**config.mk**
```make
export PLATFORM = sky130hd
export DESIGN_NAME = bcd_key_entry
export DESIGN_NICKNAME = d
export VERILOG_FILES = /design/src/rtl/bcd_key_entry.sv
export SDC_FILE = /design/constraint.sdc
export NUM_CORES = 1
export LEC_CHECK = 0
export CAP_MARGIN = 20
export CORE_UTILIZATION = 52
export DETAILED_ROUTE_END_ITERATION = 16
export PLACE_DENSITY = 0.8
export SYNTH_ARGS = -nofsm -noshare
export SYNTH_HDL_FRONTEND = slang
export SYNTH_SLANG_ARGS = --single-unit
```
**constraint.sdc**
```tcl
create_clock -name clk -period 3.1 [get_ports clk]
set_input_delay 0.465 -clock clk [delete_from_list [all_inputs] [get_ports clk]]
set_output_delay 0.465 -clock clk [all_outputs]
set_load 0.005 [all_outputs]
```
**src/rtl/bcd_key_entry.sv**
```systemverilog
// rtl/bcd_key_entry.sv - keypad operand entry and result capture for the BCD sign-magnitude ALU
// Optional feature macro: BCD_NEG_ZERO_CLR_EN (clears the sign of a zero result).
module bcd_key_entry #(
    parameter int NDIG = 8
) (
    input  logic                clk,
    input  logic                rst_n,
    input  logic                key_valid,
    input  logic [3:0]          key_code,
    input  logic [4*NDIG-1:0]   alu_s,
    input  logic                alu_flag_s,
    input  logic                alu_flag_ov,
    output logic [4*NDIG-1:0]   a,
    output logic [4*NDIG-1:0]   b,
    output logic                s_a,
    output logic                s_b,
    output logic                op,
    output logic [4*NDIG-1:0]   disp,
    output logic                disp_neg,
    output logic                err,
    output logic                res_valid
);

    localparam int W = 4 * NDIG;
    localparam logic [3:0] CNT_MAX = 4'(NDIG);

    localparam logic [1:0] ST_ENTER_A = 2'd0;
    localparam logic [1:0] ST_ENTER_B = 2'd1;
    localparam logic [1:0] ST_RESULT  = 2'd2;
    localparam logic [1:0] ST_ERROR   = 2'd3;

    localparam logic [3:0] K_PLUS  = 4'd10;
    localparam logic [3:0] K_MINUS = 4'd11;
    localparam logic [3:0] K_EQ    = 4'd12;
    localparam logic [3:0] K_CLR   = 4'd13;
    localparam logic [3:0] K_SIGN  = 4'd14;

    logic [1:0]   state_q, state_d;
    logic [W-1:0] a_q, a_d, b_q, b_d, r_q, r_d;
    logic         s_a_q, s_a_d, s_b_q, s_b_d, op_q, op_d, r_neg_q, r_neg_d;
    logic [3:0]   cnt_a_q, cnt_a_d, cnt_b_q, cnt_b_d;
    logic         b_ent_q, b_ent_d;
    logic         res_valid_q, res_valid_d;

    logic         is_digit, is_op, new_op, acc_a, acc_b, res_neg;

    // Count of significant digits, so a fed-back result keeps the 8-digit limit honest.
    function automatic logic [3:0] sig_digits(input logic [W-1:0] v);
        sig_digits = 4'd0;
        for (int i = 0; i < NDIG; i++) begin
            if (v[4*i +: 4] != 4'd0) sig_digits = 4'(i + 1);
        end
    endfunction

`ifdef BCD_NEG_ZERO_CLR_EN
    assign res_neg = alu_flag_s && (alu_s != '0);
`else
    assign res_neg = alu_flag_s;
`endif

    assign is_digit = (key_code <= 4'd9);
    assign is_op    = (key_code == K_PLUS) || (key_code == K_MINUS);
    assign new_op   = (key_code == K_MINUS);
    assign acc_a    = (cnt_a_q < CNT_MAX) && !((key_code == 4'd0) && (a_q == '0));
    assign acc_b    = (cnt_b_q < CNT_MAX) && !((key_code == 4'd0) && (b_q == '0));

    always_comb begin
        state_d     = state_q;
        a_d         = a_q;
        b_d         = b_q;
        r_d         = r_q;
        s_a_d       = s_a_q;
        s_b_d       = s_b_q;
        op_d        = op_q;
        r_neg_d     = r_neg_q;
        cnt_a_d     = cnt_a_q;
        cnt_b_d     = cnt_b_q;
        b_ent_d     = b_ent_q;
        res_valid_d = 1'b0;

        if (key_valid) begin
            if (key_code == K_CLR) begin
                state_d = ST_ENTER_A;
                a_d     = '0;
                b_d     = '0;
                r_d     = '0;
                s_a_d   = 1'b0;
                s_b_d   = 1'b0;
                op_d    = 1'b0;
                r_neg_d = 1'b0;
                cnt_a_d = 4'd0;
                cnt_b_d = 4'd0;
                b_ent_d = 1'b0;
            end else begin
                case (state_q)
                    ST_ENTER_A: begin
                        if (is_digit) begin
                            if (acc_a) begin
                                a_d     = {a_q[W-5:0], key_code};
                                cnt_a_d = cnt_a_q + 4'd1;
                            end
                        end else if (key_code == K_SIGN) begin
                            s_a_d = ~s_a_q;
                        end else if (is_op) begin
                            op_d    = new_op;
                            state_d = ST_ENTER_B;
                        end
                    end
                    ST_ENTER_B: begin
                        if (is_digit) begin
                            b_ent_d = 1'b1;
                            if (acc_b) begin
                                b_d     = {b_q[W-5:0], key_code};
                                cnt_b_d = cnt_b_q + 4'd1;
                            end
                        end else if (key_code == K_SIGN) begin
                            s_b_d = ~s_b_q;
                        end else if (is_op && !b_ent_q) begin
                            op_d = new_op;
                        end else if (is_op || (key_code == K_EQ)) begin
                            // ALU inputs were settled by the previous edge, so capture now.
                            r_d         = alu_s;
                            r_neg_d     = res_neg;
                            res_valid_d = 1'b1;
                            if (alu_flag_ov) begin
                                state_d = ST_ERROR;
                            end else if (is_op) begin
                                a_d     = alu_s;
                                s_a_d   = res_neg;
                                cnt_a_d = sig_digits(alu_s);
                                b_d     = '0;
                                s_b_d   = 1'b0;
                                cnt_b_d = 4'd0;
                                b_ent_d = 1'b0;
                                op_d    = new_op;
                            end else begin
                                state_d = ST_RESULT;
                            end
                        end
                    end
                    ST_RESULT: begin
                        if (is_digit) begin
                            state_d = ST_ENTER_A;
                            a_d     = {{(W-4){1'b0}}, key_code};
                            cnt_a_d = (key_code != 4'd0) ? 4'd1 : 4'd0;
                            b_d     = '0;
                            r_d     = '0;
                            s_a_d   = 1'b0;
                            s_b_d   = 1'b0;
                            op_d    = 1'b0;
                            r_neg_d = 1'b0;
                            cnt_b_d = 4'd0;
                            b_ent_d = 1'b0;
                        end else if (is_op || (key_code == K_SIGN)) begin
                            a_d     = r_q;
                            cnt_a_d = sig_digits(r_q);
                            b_d     = '0;
                            s_b_d   = 1'b0;
                            cnt_b_d = 4'd0;
                            b_ent_d = 1'b0;
                            if (is_op) begin
                                s_a_d   = r_neg_q;
                                op_d    = new_op;
                                state_d = ST_ENTER_B;
                            end else begin
                                s_a_d   = ~r_neg_q;
                                state_d = ST_ENTER_A;
                            end
                        end
                    end
                    default: ;
                endcase
            end
        end
    end

    always_ff @(posedge clk or negedge rst_n) begin
        if (!rst_n) begin
            state_q     <= ST_ENTER_A;
            a_q         <= '0;
            b_q         <= '0;
            r_q         <= '0;
            s_a_q       <= 1'b0;
            s_b_q       <= 1'b0;
            op_q        <= 1'b0;
            r_neg_q     <= 1'b0;
            cnt_a_q     <= 4'd0;
            cnt_b_q     <= 4'd0;
            b_ent_q     <= 1'b0;
            res_valid_q <= 1'b0;
        end else begin
            state_q     <= state_d;
            a_q         <= a_d;
            b_q         <= b_d;
            r_q         <= r_d;
            s_a_q       <= s_a_d;
            s_b_q       <= s_b_d;
            op_q        <= op_d;
            r_neg_q     <= r_neg_d;
            cnt_a_q     <= cnt_a_d;
            cnt_b_q     <= cnt_b_d;
            b_ent_q     <= b_ent_d;
            res_valid_q <= res_valid_d;
        end
    end

    always_comb begin
        disp     = a_q;
        disp_neg = s_a_q;
        case (state_q)
            ST_ENTER_B: begin
                if (b_ent_q) begin
                    disp     = b_q;
                    disp_neg = s_b_q;
                end
            end
            ST_RESULT: begin
                disp     = r_q;
                disp_neg = r_neg_q;
            end
            ST_ERROR: begin
                disp     = {NDIG{4'hE}};
                disp_neg = 1'b0;
            end
            default: ;
        endcase
    end

    assign a         = a_q;
    assign b         = b_q;
    assign s_a       = s_a_q;
    assign s_b       = s_b_q;
    assign op        = op_q;
    assign err       = (state_q == ST_ERROR);
    assign res_valid = res_valid_q;

endmodule

```
# Word level (Yosys, flattened, before mapping)
# Cells that the tools add are included.
[classes]
bitwise = 3
magnitude_cmp = 3
n_reduce_logical = 42
muxes = 141
eq_ne = 35
n_addsub = 2
[ops]
columns = ["operator", "n"]
rows = [
  ["$mux 32", 28],
  ["$pmux 32 s3", 2],
  ["$mux 4", 35],
  ["$pmux 32 s2", 2],
  ["$reduce_bool 4->1", 18],
  ["$logic_not 32->1", 2],
  ["$ne 4x4->1 const B", 14],
  ["$mux 1", 53],
  ["$ne 3x3->1 const B", 13],
  ["$reduce_and 11->1", 3],
  ["$mux 2", 12],
  ["$eq 4x4->1 const B", 5],
  ["$reduce_and 9->1", 2],
  ["$reduce_and 8->1", 2],
  ["$pmux 4 s3", 1],
  ["$pmux 1 s3", 3],
  ["$add 4x1->4 const B", 2],
  ["$lt 4x4->1 const B", 2],
  ["$pmux 4 s2", 1],
  ["$reduce_and 7->1", 1],
  ["$pmux 1 s2", 3],
  ["$pmux 2 s3", 1],
  ["$logic_and 1x1->1", 5],
  ["$eq 2x2->1 const B", 2],
  ["other kinds (8)", 14],
]
[word_totals]
elab_cells = 238
ff_bits = 112
out_inout_bits = 102
in_bits = 41

# Depth between registers and ports, before layout
[depth]
depth_word = 17
mapped_depth = 11
ltp_nobuf = 8

# Worst setup path after synthesis
# No wires, ideal clock.
[synth_timing]
path_kind = "register to output"
startpoint = "register state_q[1]"
endpoint = "output disp[10]"
t_arrival_ns = 1.851
slack_ns = 0.784
required_ns = 2.635
path_stages_with_launch = 9
n_path_buf = 4
cell_sequence = "dfrtp_1 > inv_1 > ha_1 > clkbuf_1 > clkbuf_1 > clkbuf_1 > clkbuf_1 > o21ai_0 > a21oi_1"
[synth_between]
elab_chain_len = 2
word_cells_on_any_way = 4
cone_classes = "eq/ne (3); mux (1)"
[synth_rtl]
columns = ["item", "line_no", "source"]
rows = [
  ["from (decl)", "38", "logic [1:0] state_q, state_d;"],
  ["from (signal assigned)", "192", "state_q <= state_d;"],
  ["$eq 2x2->1 or $eq 2x1->1 (tied branches)", "210", "case (state_q)"],
  ["$pmux 32 s3 *", "210", ""],
  ["to (decl)", "18", "output logic [4*NDIG-1:0] disp,"],
]
# Every way passes the cells marked *; elsewhere a longest branch is shown, timed or not.

# Final worst setup path
[layout_timing]
startpoint = "register state_q[1]"
endpoint = "output disp[27]"
# Same word-level chain as after synthesis.

==> key figures <==
Run status
  • Status: finished clean

Synth
  • YS warnings: 0
  • Synth Cell Area: 0.006890 mm2
  • Syn_nets: 918
  • Asr flop ratio synth: 1.000
  • Seq cells post-synth: 112
  • Syn Area/Cell: 7.911 um2
  • Ys flop type: dfrtp_1
  • Post-synth EDFFs: 0
  • Seq/Total Area, Yosys: 0.4068
  • Syn Inst Count: 871
  • Synth cell types: 58

Placed design
  • Cell count after placement: 1151
  • Post-place instance area: 0.008529 mm2
  • Post-DP HPWL: 17460 um
  • # port buffers: 142
  • RePlAce Congestion: 0.9292
  • Pre-CTS setup slack: -112.2 ps

Finish
  • Final Net Count: 1040
  • Share of layout cells above drive strength 1: 0.08116
  • Area growth syn-to-layout: 28.45%
  • Fin area: 0.008851 mm2
  • ANT cells: 0
  • Footprint of the multi-input gates: 0.003695 mm2
  • Fillers: 1061
  • Non-filler instance count after layout: 1170
  • Final Core Density: 0.6929
  • Register area: 0.002803 mm2

Clocking
  • Post-CTS setup buffers: 0
  • H-tree depth: 3
  • CTS Root Buffer Type: clkbuf_16
  • CTS sink cnt: 112
  • Clk pin slew, worst setup/hold paths: 80 ps
  • Inserted Clock Buffers: 9
  • CTS tree: yes
  • Clk_lat worst skew: 360 ps
  • Max Root-Sink Buffers: 2

Power
  • Total chip power: 10.56 mW
  • Cell Int Power: 5.650 mW
  • Combinational share of power: 0.607
  • Reg power frac: 0.283
  • Leak Pwr: 3.692 nW
  • Clock share of power: 0.109
  • Sw frac: 0.4652
  • Pwr dens: 1194 mW/mm2
  • Sw power: 4.915 mW
  • Peak supply drop: 0.7335 mV

Floorplan
  • Core Rows: 41
  • Starting density of the core: 0.5394
  • Die height: 117.1 um
  • Total die area: 0.01371 mm2
  • Core footprint: 0.01277 mm2
  • Die width: 117.1 um
  • Io pins: 143

Timing
  • Worst setup margin: 89.46 ps
  • Slew margin rel.: 0.2740
  • Max Slew Vio Count: 0
  • Final setup vio count: 0
  • Final hold slack: 14.30 ps
  • Period utilisation layout: 0.9711
  • RSZ-0062 raised after global routing: no
  • Final worst clock skew: 6.144 ps
  • Setup_tns: 0 ps
  • Final Hold Fails: 0
  • Final Critical Period: 3011 ps
  • F_max: 332.2 MHz
  • Slew of the pin with the lowest slew margin: 1079 ps

Route
  • Initial drt markers: 1046
  • Wire length per cell: 21.40 um
  • Vias: 7530
  • Total Wirelength: 25040 um
  • DR vias/cell: 6.436
  • ANT nets after route: 0
  • First-pass DRT Iterations: 6
  • Drt drc: 0

GRT
  • Largest net degree at the start of global routing: 67
  • Tot GR Track Use: 0.3731
  • Vias in the first global route: 6806
  • Total congestion overflow: 0
  • Initial antenna violation count: 0
  • First-pass GRT wire length: 38040 um

Worst setup path
  • Worst Path Max Fanout: 23
  • Worst Setup Start Kind: flip-flop
  • CP required: 2630 ps
  • WP data arrival: 2550 ps
  • Kind of critical path: reg -> out
  • Crit path capture type: output port

Hold path
  • Min-Delay Path Class: in -> async

Job
  • # Max-Cap Violations: 0
==> area by class of cell <==
cell class,instances,share of cell area
Tap cell,172,0.02431
Clock inverter,7,0.006927
Inverter,22,0.009330
Multi-Input combinational cell,667,0.4174
Clock buffer,9,0.02545
Sequential cell,112,0.3167
Timing Repair Buffer,181,0.1999
==> worst max-delay path: stages (launching register included) <==
cell and delay [ps]:
dfrtp_1 420, inv_1 100, ha_1 210, buf_4 210
buf_4 250, o21ai_0 170, a21oi_1 270, clkdlybuf4s50_1 540
==> synthesized netlist by cell type, types with 7 or more instances <==
| cell type | n | area (um2) |
|---|---|---|
| a22o_1 | 34 | 297.8 |
| nand2_1 | 118 | 442.9 |
| dfrtp_1 | 112 | 2803 |
| nand3_1 | 14 | 70.07 |
| inv_1 | 19 | 71.32 |
| nor2_1 | 86 | 322.8 |
| a21oi_1 | 143 | 715.7 |
| buf_2 | 10 | 50.05 |
| nor2b_1 | 19 | 118.9 |
| a22oi_1 | 15 | 112.6 |
| o21ai_0 | 105 | 525.5 |
| clkbuf_1 | 49 | 183.9 |
| a221o_1 | 7 | 70.07 |
| nor4_1 | 31 | 193.9 |
==> layer usage <==
metal	track usage	share of wire	vias to the layer above
met4	0.1316	0.038	0
met2	0.5645	0.44	524
met1	0.5171	0.41	3524
li1	-	-	3397
met5	0	0	-
met3	0.09938	0.12	85
==> registers in the layout (all words and copies together) (netlist names) <==
signal,cells
res_valid,1
cnt_b_q,4
r_neg_q,1
r_q,32
b_ent_q,1
s_a,1
state_q,2
a,32
s_b,1
b,32
op,1
cnt_a_q,4
==> kinds of logic after synthesis <==
group / count (synthesis) / synth area share
flip-flops: 112 / 0.4068
adder cells (fa/ha/maj): 7 / 0.01253
AND/OR/NAND/NOR: 306 / 0.2074
multiplexers: 6 / 0.009442
AO/OA/AOI/OAI: 345 / 0.3009
XOR/XNOR: 1 / 0.001271
buffers and inverters: 94 / 0.06174
==> power groups by stage <==
stage	Sequential (mW)	Combinational, mW	Clock [mW]
3_3_place_gp	2.96	6.07	0
2_1_floorplan	2.65	3.52	0
5_1_grt	3.06	7.03	1.20
4_1_cts	2.94	6.25	1.16
3_5_place_dp	2.97	6.19	0
6_report	2.99	6.42	1.15
==> timing repair <==
action	in CTS	in global routing
hold buffers	0	0
gates resized for setup	1	2
cloned	0	2
setup endpoints to repair	12	12
pin swaps	0	1
==> worst paths after layout <==
check,start,endpoint,slack (ps),depth (start not counted)
max,state_q[1],disp[27],90,7
min,rst_n,cnt_b_q[2],10,1
max reg2reg,state_q[1],a[13],530,10
min reg2reg,r_q[8],r_q[8],540,2
max in group asynchronous,rst_n,b[23],2450,2
min in group clk,r_q[8],r_q[8],540,2
==> placed cells by master (no fill, tap or decap), drive strengths merged, types with 3 or more instances in the layout <==
cell             n
a21o             3
a21oi          143
a221o            7
a22o            34
a22oi           15
a31oi            6
and2             3
and3             3
buf             40
clkbuf           9
clkdlybuf4s50  141
clkinv           5
dfrtp          112
ha               6
inv             23
mux2             4
nand2          118
nand2b           4
nand3           14
nand3b           3
nand4            6
nor2            86
nor2b           20
nor3             8
nor4            32
o211ai           5
o21ai          105
o31ai            3
o41ai            6
or2              6
Power figures use the tool's default switching activity.
